--- src/rtl/write_fifo.sv ---
`timescale 1ns/1ps
// write_fifo: buffers producer writes in a circular FIFO and drains them onto a
// simple strobe/ack write bus, one transfer per cycle when ack_i is held high.
//
// Optional feature macro: WRITE_FIFO_TIMEOUT_EN
//   When defined, an entry left unacknowledged for TIMEOUT_CYCLES strobe cycles
//   is dropped, err_o pulses, and the FSM proceeds as if the entry were acked.
//   When undefined, the bus waits for ack_i forever and err_o is tied low.
//
// Ports:
//   clk_i     in   1            system clock, rising edge
//   rst_i     in   1            asynchronous active-high reset
//   wr_en_i   in   1            push strobe, one entry per high cycle
//   wr_adr_i  in   8            address of pushed entry
//   wr_dat_i  in   8            data of pushed entry
//   full_o    out  1            FIFO holds 2^DEPTH_LOG2 entries
//   count_o   out  DEPTH_LOG2+1 stored entries, excluding the one on the bus
//   ovf_o     out  1            one-cycle pulse after a dropped push
//   adr_o     out  8            bus address
//   dat_o     out  8            bus write data
//   stb_o     out  1            bus strobe
//   we_o      out  1            bus write enable (same as stb_o)
//   ack_i     in   1            bus acknowledge
//   err_o     out  1            one-cycle pulse after an ack timeout
module write_fifo #(
    parameter int DEPTH_LOG2     = 4,
    parameter int TIMEOUT_CYCLES = 255
) (
    input  logic                  clk_i,
    input  logic                  rst_i,
    input  logic                  wr_en_i,
    input  logic [7:0]            wr_adr_i,
    input  logic [7:0]            wr_dat_i,
    output logic                  full_o,
    output logic [DEPTH_LOG2:0]   count_o,
    output logic                  ovf_o,
    output logic [7:0]            adr_o,
    output logic [7:0]            dat_o,
    output logic                  stb_o,
    output logic                  we_o,
    input  logic                  ack_i,
    output logic                  err_o
);

    localparam int DEPTH = 1 << DEPTH_LOG2;

    typedef enum logic {IDLE, STROBE} state_t;

    state_t                  state_q, state_d;
    logic [15:0]             mem [DEPTH];
    logic [DEPTH_LOG2-1:0]   wr_ptr_q, rd_ptr_q;
    logic [DEPTH_LOG2:0]     count_q;
    logic [7:0]              adr_q, dat_q;
    logic                    ovf_q;
    logic                    push, pop, ack_eff, timeout;

    assign full_o  = (count_q == (DEPTH_LOG2+1)'(DEPTH));
    // Full is judged on the registered count, so a push into a full FIFO is
    // dropped even if a pop happens on the same edge.
    assign push    = wr_en_i && !full_o;
    assign count_o = count_q;
    assign stb_o   = (state_q == STROBE);
    assign we_o    = stb_o;
    assign adr_o   = adr_q;
    assign dat_o   = dat_q;
    assign ovf_o   = ovf_q;
    assign ack_eff = ack_i || timeout;

`ifdef WRITE_FIFO_TIMEOUT_EN
    localparam int TW = $clog2(TIMEOUT_CYCLES + 1);

    logic [TW-1:0] tmo_cnt_q;
    logic          err_q;

    // Counter value equals completed strobe cycles of the current entry, so the
    // timeout fires at the end of the TIMEOUT_CYCLES-th cycle without ack.
    assign timeout = (state_q == STROBE) && !ack_i &&
                     (tmo_cnt_q == TW'(TIMEOUT_CYCLES - 1));

    always_ff @(posedge clk_i or posedge rst_i) begin
        if (rst_i) begin
            tmo_cnt_q <= '0;
            err_q     <= 1'b0;
        end else begin
            err_q <= timeout;
            if (state_q != STROBE || ack_i || timeout)
                tmo_cnt_q <= '0;
            else
                tmo_cnt_q <= tmo_cnt_q + 1'b1;
        end
    end

    assign err_o = err_q;
`else
    logic unused_timeout_cfg;

    assign timeout            = 1'b0;
    assign err_o              = 1'b0;
    assign unused_timeout_cfg = ^TIMEOUT_CYCLES;
`endif

    always_ff @(posedge clk_i or posedge rst_i) begin
        if (rst_i)
            state_q <= IDLE;
        else
            state_q <= state_d;
    end

    always_comb begin
        state_d = state_q;
        pop     = 1'b0;
        unique case (state_q)
            IDLE: begin
                if (count_q != '0) begin
                    pop     = 1'b1;
                    state_d = STROBE;
                end
            end
            STROBE: begin
                if (ack_eff) begin
                    if (count_q != '0)
                        pop = 1'b1;
                    else
                        state_d = IDLE;
                end
            end
            default: state_d = IDLE;
        endcase
    end

    // Storage needs no reset; only pointers and count define validity.
    always_ff @(posedge clk_i) begin
        if (push)
            mem[wr_ptr_q] <= {wr_adr_i, wr_dat_i};
    end

    always_ff @(posedge clk_i or posedge rst_i) begin
        if (rst_i) begin
            wr_ptr_q <= '0;
            rd_ptr_q <= '0;
            count_q  <= '0;
            adr_q    <= '0;
            dat_q    <= '0;
            ovf_q    <= 1'b0;
        end else begin
            ovf_q <= wr_en_i && full_o;
            if (push)
                wr_ptr_q <= wr_ptr_q + 1'b1;
            if (pop) begin
                {adr_q, dat_q} <= mem[rd_ptr_q];
                rd_ptr_q       <= rd_ptr_q + 1'b1;
            end
            unique case ({push, pop})
                2'b10:   count_q <= count_q + 1'b1;
                2'b01:   count_q <= count_q - 1'b1;
                default: count_q <= count_q;
            endcase
        end
    end

endmodule

--- config.mk ---
export PLATFORM = sky130hd
export DESIGN_NAME = write_fifo
export DESIGN_NICKNAME = d
export VERILOG_FILES = /design/src/rtl/write_fifo.sv
export SDC_FILE = /design/constraint.sdc
export NUM_CORES = 1
export LEC_CHECK = 0
export CELL_PAD_IN_SITES_DETAIL_PLACEMENT = 1
export CELL_PAD_IN_SITES_GLOBAL_PLACEMENT = 2
export CORE_MARGIN = 3
export CORE_UTILIZATION = 51
export CTS_CLUSTER_DIAMETER = 30
export DETAILED_ROUTE_END_ITERATION = 6
export GPL_ROUTABILITY_DRIVEN = 0
export PLACE_DENSITY = 0.79
export SLEW_MARGIN = 20
export SYNTH_ARGS = -nofsm -noshare
export SYNTH_HDL_FRONTEND = slang
export SYNTH_SLANG_ARGS = --single-unit
--- constraint.sdc ---
create_clock -name clk_i -period 8.6 [get_ports clk_i]
set_clock_uncertainty 0.1 [all_clocks]
set_input_delay 1.72 -clock clk_i [delete_from_list [all_inputs] [get_ports clk_i]]
set_output_delay 1.72 -clock clk_i [all_outputs]
set_load 0.05 [all_outputs]
Yosys cells after proc, flatten, opt, wreduce, memory -nomap -nowiden
Memory sizes are Yosys's and may differ from the RTL's. A register that Yosys moved wholly into a read port is not among the register bits.
Index checks and enable logic that the tools add are counted.

cells by class
  add/sub/neg operators = 4
  multiply operators = 0
  divide/modulo/power cells = 0
  magnitude comparators = 0
  equality and inequality tests = 3
  shifts and indexed selects = 0
  muxes and demuxes = 8
  bitwise gates (word level) = 1
  reductions and logical operators = 5

operators by type and width
  operator                                                               number
  5-bit one-hot mux with 2 select lines                                  1
  4-bit by 1-bit adder with 4-bit output, second input constant          2
  5-bit by 1-bit adder with 5-bit output, second input constant          1
  5-bit equality test, second input constant                             1
  1-bit 2-to-1 mux                                                       5
  5-bit nonzero test                                                     1
  5-bit by 1-bit subtractor with 5-bit output, second input constant     1
  1-bit one-hot mux with 2 select lines                                  2
  2-bit by 1-bit equality test with 1-bit output, second input constant  1
  2-bit equality test, second input constant                             1
  1-bit logical AND                                                      2
  2-bit nonzero test                                                     1
  1-bit logical NOT                                                      1
  1-bit inverter                                                         1

storage, ports and cells
  register bits after elaboration = 15
  bits in latches = 0
  memory bits (writable) = 256
  memory bits (read-only) = 0
  input bits = 20
  memories kept = 1

memories
  memory  depth  width  rd ports  clocked after Yosys merged registers in  write ports  RTL line  text
  mem     16     16     1         1                                        1            50        logic [15:0] mem [DEPTH];

Logic depth before layout (Yosys ltp)
Gate-level depths: netlist of the first run.

  depth in word-level cells = 6
  gate-level depth with buffers = 13

Worst setup path after synthesis of the first run
No wires, ideal clock.

  path kind = input to register
  from = input wr_en_i
  to = memory mem[3][0] (enable)
  library setup time = 0.409 ns
  arrival time = 3.523 ns
  setup slack = 4.568 ns
  stages = 3
  path buffers = 0
  cell sequence = a21boi_1 > nand2_1 > nor3_1

between the ends
  word-level cells in the longest chain between the ends = 3

RTL lines
  item                                    RTL line  text
  start, declared                         31        input logic wr_en_i,
  1-bit logical AND                       60        assign push = wr_en_i && !full_o;
  1-bit 2-to-1 mux                        133       if (push)
  1-bit 2-to-1 mux (not written as such)  134       mem[wr_ptr_q] <= {wr_adr_i, wr_dat_i};
  end, declared                           50

Every way passes these cells.

Worst setup path in the final report of the first run
  from = input ack_i
  to = register count_q[4] (netlist: count_o[4])

between the ends
  word-level cells in the longest chain between the ends = 4

RTL lines
  item                                                                                   RTL line  text
  start, declared                                                                        41        input logic ack_i,
  1-bit 2-to-1 mux (*)                                                                   120       if (ack_eff) begin
  1-bit one-hot mux with 2 select lines (*)                                              112       unique case (state_q)
  2-bit by 1-bit equality test with 1-bit output or 2-bit equality test (tied branches)  153       unique case ({push, pop})
  5-bit one-hot mux with 2 select lines or 2-bit nonzero test (tied branches)            --
  end signal, assigned                                                                   154       2'b10: count_q <= count_q + 1'b1;
  end signal, assigned                                                                   155       2'b01: count_q <= count_q - 1'b1;
  end signal, assigned                                                                   156       default: count_q <= count_q;
  end, declared                                                                          52        logic [DEPTH_LOG2:0] count_q;

Every way passes the cells marked *; elsewhere a longest branch is shown, timed or not.
A chain may end at the register's enable or synchronous reset.

==> results of run 1 <==
## cells in the mapped netlist (all sizes together), types with 2 or more instances
| library cell | n |
|---|---|
| a21oi | 18 |
| buf | 25 |
| clkbuf | 8 |
| dfrtp | 31 |
| edfxtp | 256 |
| ha | 8 |
| inv | 4 |
| mux2 | 18 |
| mux4 | 64 |
| nand2 | 8 |
| nand2b | 4 |
| nand4 | 2 |
| nor2 | 14 |
| nor2b | 2 |
| nor3 | 4 |
| o21ai | 3 |
| o22ai | 33 |
| or2 | 2 |
| xnor2 | 6 |
| xor2 | 6 |
## cell usage in the layout (no fill, tap or decap), types with 2 or more instances in the layout
master,n
clkinvlp_4,5
clkbuf_1,10
edfxtp_1,256
inv_1,4
clkinv_4,4
a21oi_2,10
ha_1,8
clkbuf_16,54
dfrtp_1,29
buf_4,13
o22ai_2,12
nand2_1,8
nand4_1,2
nor2b_1,2
a21oi_1,8
mux2_2,17
bufinv_16,7
clkbuf_8,5
nor2_1,8
inv_6,2
xor2_1,6
clkinv_2,8
clkinv_8,2
nand2b_1,4
mux4_2,64
nor3_2,4
clkinv_1,4
xnor2_1,6
o21ai_0,3
o22ai_1,21
clkdlybuf4s50_1,44
nor2_2,5
## final cells by class
class	instances	area, µm²	area share [%]
multi-input cells	207	2608	18.83
repair buffers	57	538.0	3.885
inverters	4	15.01	0.1084
clock inverters	33	417.9	3.018
clock buffers	69	1458	10.53
well taps	275	344.1	2.485
flip-flops and latches	287	8468	61.15
## logic make-up (layout without fill, tap and decap cells)
kind of cell / count (synthesis) / count (layout) / share of synthesized area [%]
xor+xnor: 12 / 12 / 0.9335
flops: 287 / 287 / 75.17
mux: 82 / 82 / 14.64
buf+inv: 37 / 163 / 2.034
fa+ha+maj: 8 / 8 / 0.8891
other cells: 1 / 1 / 0.03331
simple gates: 43 / 43 / 1.956
compound gates: 61 / 61 / 4.346
## metrics by stage
| stage | cells | hold slack (ps) | area (µm²) |
|---|---|---|---|
| 6_report | 932 | 495.1 | 13850 |
| 3_3_place_gp | 830 | 476.8 | 11970 |
| 2_1_floorplan | 531 | 456.7 | 11260 |
| 4_1_cts | 932 | 497.6 | 13840 |
| 5_1_grt | 932 | 518.5 | 13850 |
| 3_5_place_dp | 830 | 475.5 | 11970 |
## flip-flops by register name, summed over array words and instances, names as in the netlist
signal,count
dat_o,8
count_o,5
stb_o,1
mem,256
wr_ptr_q,4
ovf_o,1
rd_ptr_q,4
adr_o,8
## final timing paths
path | end | slack [ps] | cells after the start
max | count_o[4] | 4190 | 10
min | adr_o[1] | 500 | 2
max reg2reg | count_o[4] | 5250 | 9
min reg2reg | adr_o[1] | 500 | 2
max in group asynchronous | rd_ptr_q[2] | 6530 | 3
min in group asynchronous | dat_o[7] | 1490 | 3
## per-layer routing
metal / routed length [µm] / share of wire, % / track usage, %
met1: 10690 / 40 / 31.04
met2: 13600 / 52 / 37.71
met3: 1435 / 5.4 / 4.141
met4: 675 / 2.6 / 6.981
met5: 0 / 0 / 0
## power by group
group	switching, µW	internal (µW)
sequential	178	1720
combinational	805	606
clock	704	1410
## worst register-to-register path, stage by stage (launching register included)
cell and delay [ps]:
dfrtp_1 470, or4_4 610, o21a_2 550, ha_1 470
xor2_1 190, ha_1 230, and3b_1 170, o21ai_0 160
a31oi_1 130, xor2_1 150
==> flow_summary.json, run 1 <==
{
  "total_power_uw": 5428,
  "hold_buffers": 0,
  "grt_max_degree": 66,
  "antenna_found_initial": 0,
  "synth-seq-cells": 287,
  "ys_seq_area_share_pct": 75.17,
  "root_buffer": "clkbuf_16",
  "drive_above_1_share_pct": 33.64,
  "p_per_area_nw_per_um2": 392.0,
  "numCtsBuffers": 54,
  "p_leak_uw": 0.004615,
  "drc_errors": 0,
  "hpwl_um": 14960,
  "vias": 5583,
  "crit_family": "compound AO/OA/AOI/OAI gates",
  "fmax_mhz": 226.6,
  "clk_pin_slew_ps": 50,
  "post-place-ws_ps": 3634,
  "vdd_drop_max_v": 0.0002058,
  "clk_path_buf_depth": 3,
  "yosys_warnings": 0,
  "cp-start-kind": "input pin",
  "core_area_um2": 21350,
  "die_h_um": 154.6,
  "hold_path_startpoint": "adr_o[1]",
  "worst_ep_required_time_ps": 8970,
  "n_antenna_cell": 0,
  "setup_violations": 0,
  "ant_nets": 0,
  "grt_overflow": 0,
  "start_util_pct": 52.72,
  "timing.final.hold_violations": 0,
  "routed_via_density": 5.990,
  "firstDrtPassIters": 4,
  "drt_iter0_drc": 478,
  "ys_types": 44,
  "synthToLayoutAreaGrowth_pct": 23.01,
  "slew_headroom_pct": 23.93,
  "cp_max_fo": 38,
  "synth_area_leader_cell": "edfxtp_1",
  "synth_edf_count": 256,
  "finalCriticalPeriod_ps": 4413,
  "die-area_um2": 23890,
  "grt_pass1_wl_um": 39850,
  "synth_top_area_share_pct": 68.28,
  "fin_ws_ps": 4187,
  "fill_cells": 1717,
  "cts_num_sinks": 287,
  "utilization_pct": 64.85,
  "reg2reg_from": "count_o[0]",
  "die_x_um": 154.6,
  "cts_setup_buffers": 0,
  "layout.nets": 639,
  "synthFlopType": "edfxtp_1",
  "end_kind": "register",
  "synth.cell_area_um2": 11260,
  "crit_buf_inv": 1,
  "cp-startpoint": "ack_i",
  "hold_class": "reg2reg",
  "synth_nets": 559,
  "wirelength_um": 26400,
  "slowest_stage": "o21a_2",
  "grt_usage_pct": 22.67,
  "synth_cells": 531,
  "io_buffer_count": 44,
  "crit_type": "in2reg",
  "grt_setup_unrepaired": "no",
  "cap_violations": 0,
  "tightest_slew_ps": 1141,
  "cts_tree": "yes",
  "status": "finished, final reports clean",
  "synth-async-reset-ratio_pct": 10.80,
  "grt_pass1_vias": 6166,
  "cts-resized-gates": 0,
  "final_max_slew_viol_count": 0,
  "clock_latency_ps": 560,
  "finalCritPeriodShare_pct": 51.31,
  "synth_area_leaders": "edfxtp_1, mux4_2, dfrtp_1",
  "finalSetupTns_ps": 0,
  "cts_max_level": 2,
  "wl_per_cell_um": 28.32,
  "boundaryPins": 46,
  "crit_chain": "clkdlybuf4s50_1, nand2b_1, o21a_2, ha_1, xor2_1, ha_1, and3b_1, o21ai_0, a31oi_1, xor2_1",
  "rows": 53,
  "worstPathArrival_ps": 4780,
  "syn_avg_cell_area_um2": 21.20,
  "cpPeakStageDelay_ps": 880
}
No activity file was read; power rests on OpenSTA's default activity.
==> run 2: changes to the inputs <==
CORE_UTILIZATION = 48   (was 51)
PLACE_DENSITY = 0.75   (was 0.79)
clock period = 4.4 ns   (was 8.6 ns; I/O delays follow)
==> run 2 against run 1 <==
  * Critical path depth is 7 lower
  * Setup slack got worse by 3200 ps
  * Routed wire length down 6.1%
  * Utilization down 2.7 points
  * Die area is 6.0% higher
  * Count of clock-buffer cells in the layout is 11 lower
  * Design area rose by 2.6%
  * First-iteration DRC count is 8.4% higher
  * Critical path type is now reg2out
  * Largest cell class unchanged
  * Largest power group unchanged
==> flow_summary.json, run 2 (synthesis gave the netlist of run 1 again) <==
{
  "clk_pin_slew_ps": 50,
  "path_depth": 3,
  "ant_nets": 0,
  "timing.final.hold_violations": 0,
  "regMostFlops": "mem",
  "cts_setup_buffers": 0,
  "p_per_area_nw_per_um2": 776.7,
  "instances_no_fill": 987,
  "die_h_um": 159.2,
  "cp-start-kind": "register",
  "drc_errors": 0,
  "grt_overflow": 0,
  "hold_end": "dat_o[3]",
  "grt_pass1_vias": 6324,
  "holdPathStages": 2,
  "worstRegToRegCells": 7,
  "drt_iter0_drc": 518,
  "hold_buffers": 0,
  "core_area_um2": 22850,
  "grt_usage_pct": 20.15,
  "reg2reg_from": "count_o[0]",
  "clk_path_buf_depth": 3,
  "grt_setup_unrepaired": "no",
  "rows": 55,
  "p_seq_share_pct": 33.9,
  "ff2ff_setup_slack_ps": 1520,
  "io_buffer_count": 44,
  "p_clk_share_pct": 42.0,
  "crit_buf_inv": 1,
  "boundaryPins": 46,
  "vdd_drop_max_v": 0.0004992,
  "die-area_um2": 25330,
  "drive_above_1_share_pct": 37.54,
  "setup_violations": 0,
  "worstPathArrival_ps": 2460,
  "cts-resized-gates": 0,
  "placed_cell_area_um2": 12110,
  "hold_path_startpoint": "dat_o[3]",
  "p_leak_uw": 0.004789,
  "cts_max_level": 2,
  "slew_headroom_pct": 47.20,
  "hold_class": "reg2reg",
  "cp_max_fo": 9,
  "crit_family": "buffers and inverters",
  "swShare_pct": 30.42,
  "wirelength_um": 24780,
  "final_max_slew_viol_count": 0,
  "layout_commonest_cell": "edfxtp_1",
  "p_sw_uw": 3357,
  "grt_pass1_wl_um": 39010,
  "synthToLayoutAreaGrowth_pct": 26.18,
  "final_cell_mix": "edfxtp_1, mux4_2, clkbuf_16",
  "worst_ep_required_time_ps": 3420,
  "grt_max_degree": 38,
  "vias": 5575,
  "power_frac_comb_pct": 24.1,
  "cpPeakStageDelay_ps": 800,
  "final_cell_area_um2": 14210,
  "fin_ws_ps": 961.3,
  "finalSetupTns_ps": 0,
  "cts_num_sinks": 287,
  "post-place-ws_ps": 968.2,
  "crit_type": "reg2out",
  "finalCriticalPeriod_ps": 3439,
  "start_util_pct": 49.28,
  "firstDrtPassIters": 5,
  "hpwl_um": 14320,
  "n_antenna_cell": 0,
  "crit_chain": "nor4_1, and2_1, clkdlybuf4s50_1",
  "root_buffer": "clkbuf_16",
  "clock_latency_ps": 560,
  "cap_violations": 0,
  "end_kind": "primary output",
  "wl_per_cell_um": 25.11,
  "status": "finished, final reports clean",
  "place_inst": 879,
  "finalCritPeriodShare_pct": 78.15,
  "antenna_found_initial": 0,
  "fill_cells": 1895,
  "slowest_stage": "clkdlybuf4s50_1",
  "tightest_slew_ps": 787.7,
  "r2r-end": "count_o[3]",
  "numCtsBuffers": 57,
  "fmax_mhz": 290.8,
  "intPower_uw": 7678,
  "largest_register_ffs": 256,
  "routed_via_density": 5.648,
  "cts_tree": "yes",
  "layout.nets": 653,
  "die_x_um": 159.2
}
==> run 2: power by group through the flow <==
stage / logic [µW] / clock network [µW] / registers, µW
5_1_grt: 2840 / 4850 / 3790
6_report: 2660 / 4630 / 3740
3_3_place_gp: 2600 / 0 / 3770
3_5_place_dp: 2650 / 0 / 3790
4_1_cts: 2700 / 4700 / 3750
2_1_floorplan: 1770 / 0 / 3870
==> run 2: worst reg2reg max path, delay by kind of cell, from the launching register on <==
| family | cells | cell delay (ps) |
|---|---|---|
| flip-flops | 1 | 470 |
| adder cells (fa/ha/maj) | 1 | 460 |
| AND/OR/NAND/NOR | 2 | 930 |
| AO/OA/AOI/OAI | 2 | 390 |
| XOR/XNOR | 1 | 170 |
| buffers and inverters | 1 | 280 |
==> run 2: how the worst max path moves through the flow <==
| stage | slack [ps] | startpoint | end |
|---|---|---|---|
| after detailed placement | 970 | ack_i | count_o[3] |
| after global routing | 790 | count_o[0] | full_o |
| after floorplan | 1110 | count_o[2] | mem[3][0] |
| final | 960 | count_o[1] | full_o |
| after global placement | 1050 | ack_i | count_o[3] |
| after CTS | 960 | count_o[0] | full_o |
==> run 2: per-stage QoR <==
stage	hold slack [ps]	utilization, %	power (µW)
final	494.2	62.18	11030
after global routing	525.1	62.18	11480
after CTS	504.8	62.18	11150
after detailed placement	473.2	53.02	6439
after global placement	478.1	53.02	6370
after floorplan	456.7	-	5640
==> run 2: layout make-up <==
class | count | area (µm²) | area share (%)
multi-input cells | 207 | 2618 | 18.43
well taps | 313 | 391.6 | 2.757
clock inverters | 50 | 663.1 | 4.668
clock buffers | 58 | 1430 | 10.07
flip-flops and latches | 287 | 8468 | 59.61
inverters | 4 | 15.01 | 0.1057
repair buffers | 68 | 620.6 | 4.369
==> run 2: per-layer routing <==
layer  track usage, %  vias up  routed length (µm)
met1            28.15     2976               10850
li1                 -     2401                   -
met3            3.720       46                1199
met5                0        -                   0
met4            5.889        0                 498
met2            32.94      152               12230
==> run 3: changes to the inputs <==
clock period = 3.3 ns   (was 4.4 ns; I/O delays follow)
==> run 3 against run 2 <==
  * Cell count decreased by 0.51%
  * Utilization is 1.4 points lower
  * Design area is 2.3% lower
  * Largest power group unchanged
  * Global-route usage is 0.87 points higher
  * Flip-flop and latch count is the same
  * Non-clock buffer count is 7 higher
  * Routed wire length up 4.4%
  * Register-to-register slack got worse by 1100 ps
  * Sequential power up 30%
  * Power increased by 23%
  * Clock power grew 7.6%
  * First-iteration DRC count fell by 23%
==> flow_summary.json, run 3 (synthesis gave the netlist of run 1 again) <==
{
  "largest_register_ffs": 256,
  "hold_class": "in2async",
  "cp-startpoint": "count_o[1]",
  "root_buffer": "clkbuf_16",
  "finalCritPeriodShare_pct": 94.41,
  "firstDrtPassIters": 5,
  "drt_iter0_drc": 398,
  "clk_pin_slew_ps": 60,
  "cts_setup_buffers": 0,
  "routed_via_density": 5.815,
  "numCtsBuffers": 51,
  "finalCriticalPeriod_ps": 3116,
  "core_area_um2": 22850,
  "hold_buffers": 0,
  "cts_tree": "yes",
  "cts_num_sinks": 287,
  "die_x_um": 159.2,
  "final_cell_mix": "edfxtp_1, mux4_2, clkbuf_16",
  "grt_max_degree": 66,
  "grt_pass1_wl_um": 39900,
  "hpwl_um": 14100,
  "timing.final.hold_violations": 0,
  "rows": 55,
  "n_antenna_cell": 0,
  "synthToLayoutAreaGrowth_pct": 23.29,
  "p_per_area_nw_per_um2": 978.1,
  "end_kind": "primary output",
  "die-area_um2": 25330,
  "layout.nets": 654,
  "cp-start-kind": "register",
  "worstPathArrival_ps": 2360,
  "final_max_slew_viol_count": 0,
  "tightest_slew_ps": 605.5,
  "worstRegToRegCells": 9,
  "io_buffer_count": 44,
  "slew_headroom_pct": 59.63,
  "finalSetupTns_ps": 0,
  "layout_commonest_cell": "edfxtp_1",
  "grt_usage_pct": 21.01,
  "cts_max_level": 2,
  "ff2ff_setup_slack_ps": 400,
  "start_util_pct": 49.28,
  "drive_above_1_share_pct": 36.62,
  "status": "finished, final reports clean",
  "clk_path_buf_depth": 3,
  "crit_type": "reg2out",
  "antenna_found_initial": 0,
  "fmax_mhz": 321.0,
  "grt_pass1_vias": 6243,
  "boundaryPins": 46,
  "drc_errors": 0,
  "cap_violations": 0,
  "worst_ep_required_time_ps": 2540,
  "r2r-end": "count_o[4]",
  "wl_per_cell_um": 26.35,
  "utilization_pct": 60.76,
  "wirelength_um": 25870,
  "cp_max_fo": 9,
  "grt_setup_unrepaired": "no",
  "p_leak_uw": 0.004625,
  "vias": 5710,
  "reg2reg_from": "count_o[1]",
  "clock_latency_ps": 530,
  "regMostFlops": "mem",
  "setup_violations": 0,
  "die_h_um": 159.2,
  "ant_nets": 0,
  "grt_overflow": 0,
  "vdd_drop_max_v": 0.0006688
}
run 3: layout make-up:
class	instances	area [µm²]
multi-input cells	207	2624
inverters	4	15.01
well taps	313	391.6
repair buffers	75	698.2
clock inverters	35	320.3
fillers	1967	8966
flip-flops and latches	287	8468
clock buffers	61	1364
run 3: worst max path at each step:
stage / endpoint / slack [ps] / cells after the start
CTS: full_o / 70 / 3
floorplan: mem[3][0] / 8 / 5
global placement: count_o[4] / 380 / 10
detailed placement: count_o[4] / 220 / 10
finish: full_o / 180 / 3
global route: full_o / 5 / 3
run 3: where the power goes:
group / internal, µW / total (µW) / switching (µW)
logic: 1650 / 3730 / 2080
clock network: 3210 / 4980 / 1770
registers: 4490 / 4870 / 388
total: 9340 / 13600 / 4240
run 3: worst max-delay path: stages, from the launching register on:
cell	delay, ps
dfrtp_1	480
nor4_2	370
and2_1	170
clkdlybuf4s50_1	790
run 3: what timing repair did:
| item | CTS | global route |
|---|---|---|
| hold endpoints to repair | 0 | 0 |
| setup endpoints to repair | 0 | 1 |
| gates resized for setup | 0 | 1 |
run 3: through the flow:
stage	std cells	setup slack [ps]	total power, µW	area (µm²)	hold WS [ps]
floorplan	531	8.452	7520	11260	456.7
global placement	886	378.8	8560	12190	472.1
detailed placement	886	222.6	8691	12190	470.3
CTS	982	73.98	13730	13870	462.8
global route	982	4.754	14160	13880	500.7
finish	982	184.4	13580	13880	451.0
run 3: metal layers:
metal | routed length [µm] | vias to the layer above | share of wire (%) | track usage, %
met5 | 0 | - | 0 | 0
met4 | 614 | 0 | 2.4 | 6.844
met3 | 1465 | 49 | 5.7 | 3.200
met2 | 13410 | 192 | 52 | 35.93
met1 | 10390 | 3066 | 40 | 28.05
li1 | - | 2403 | - | -
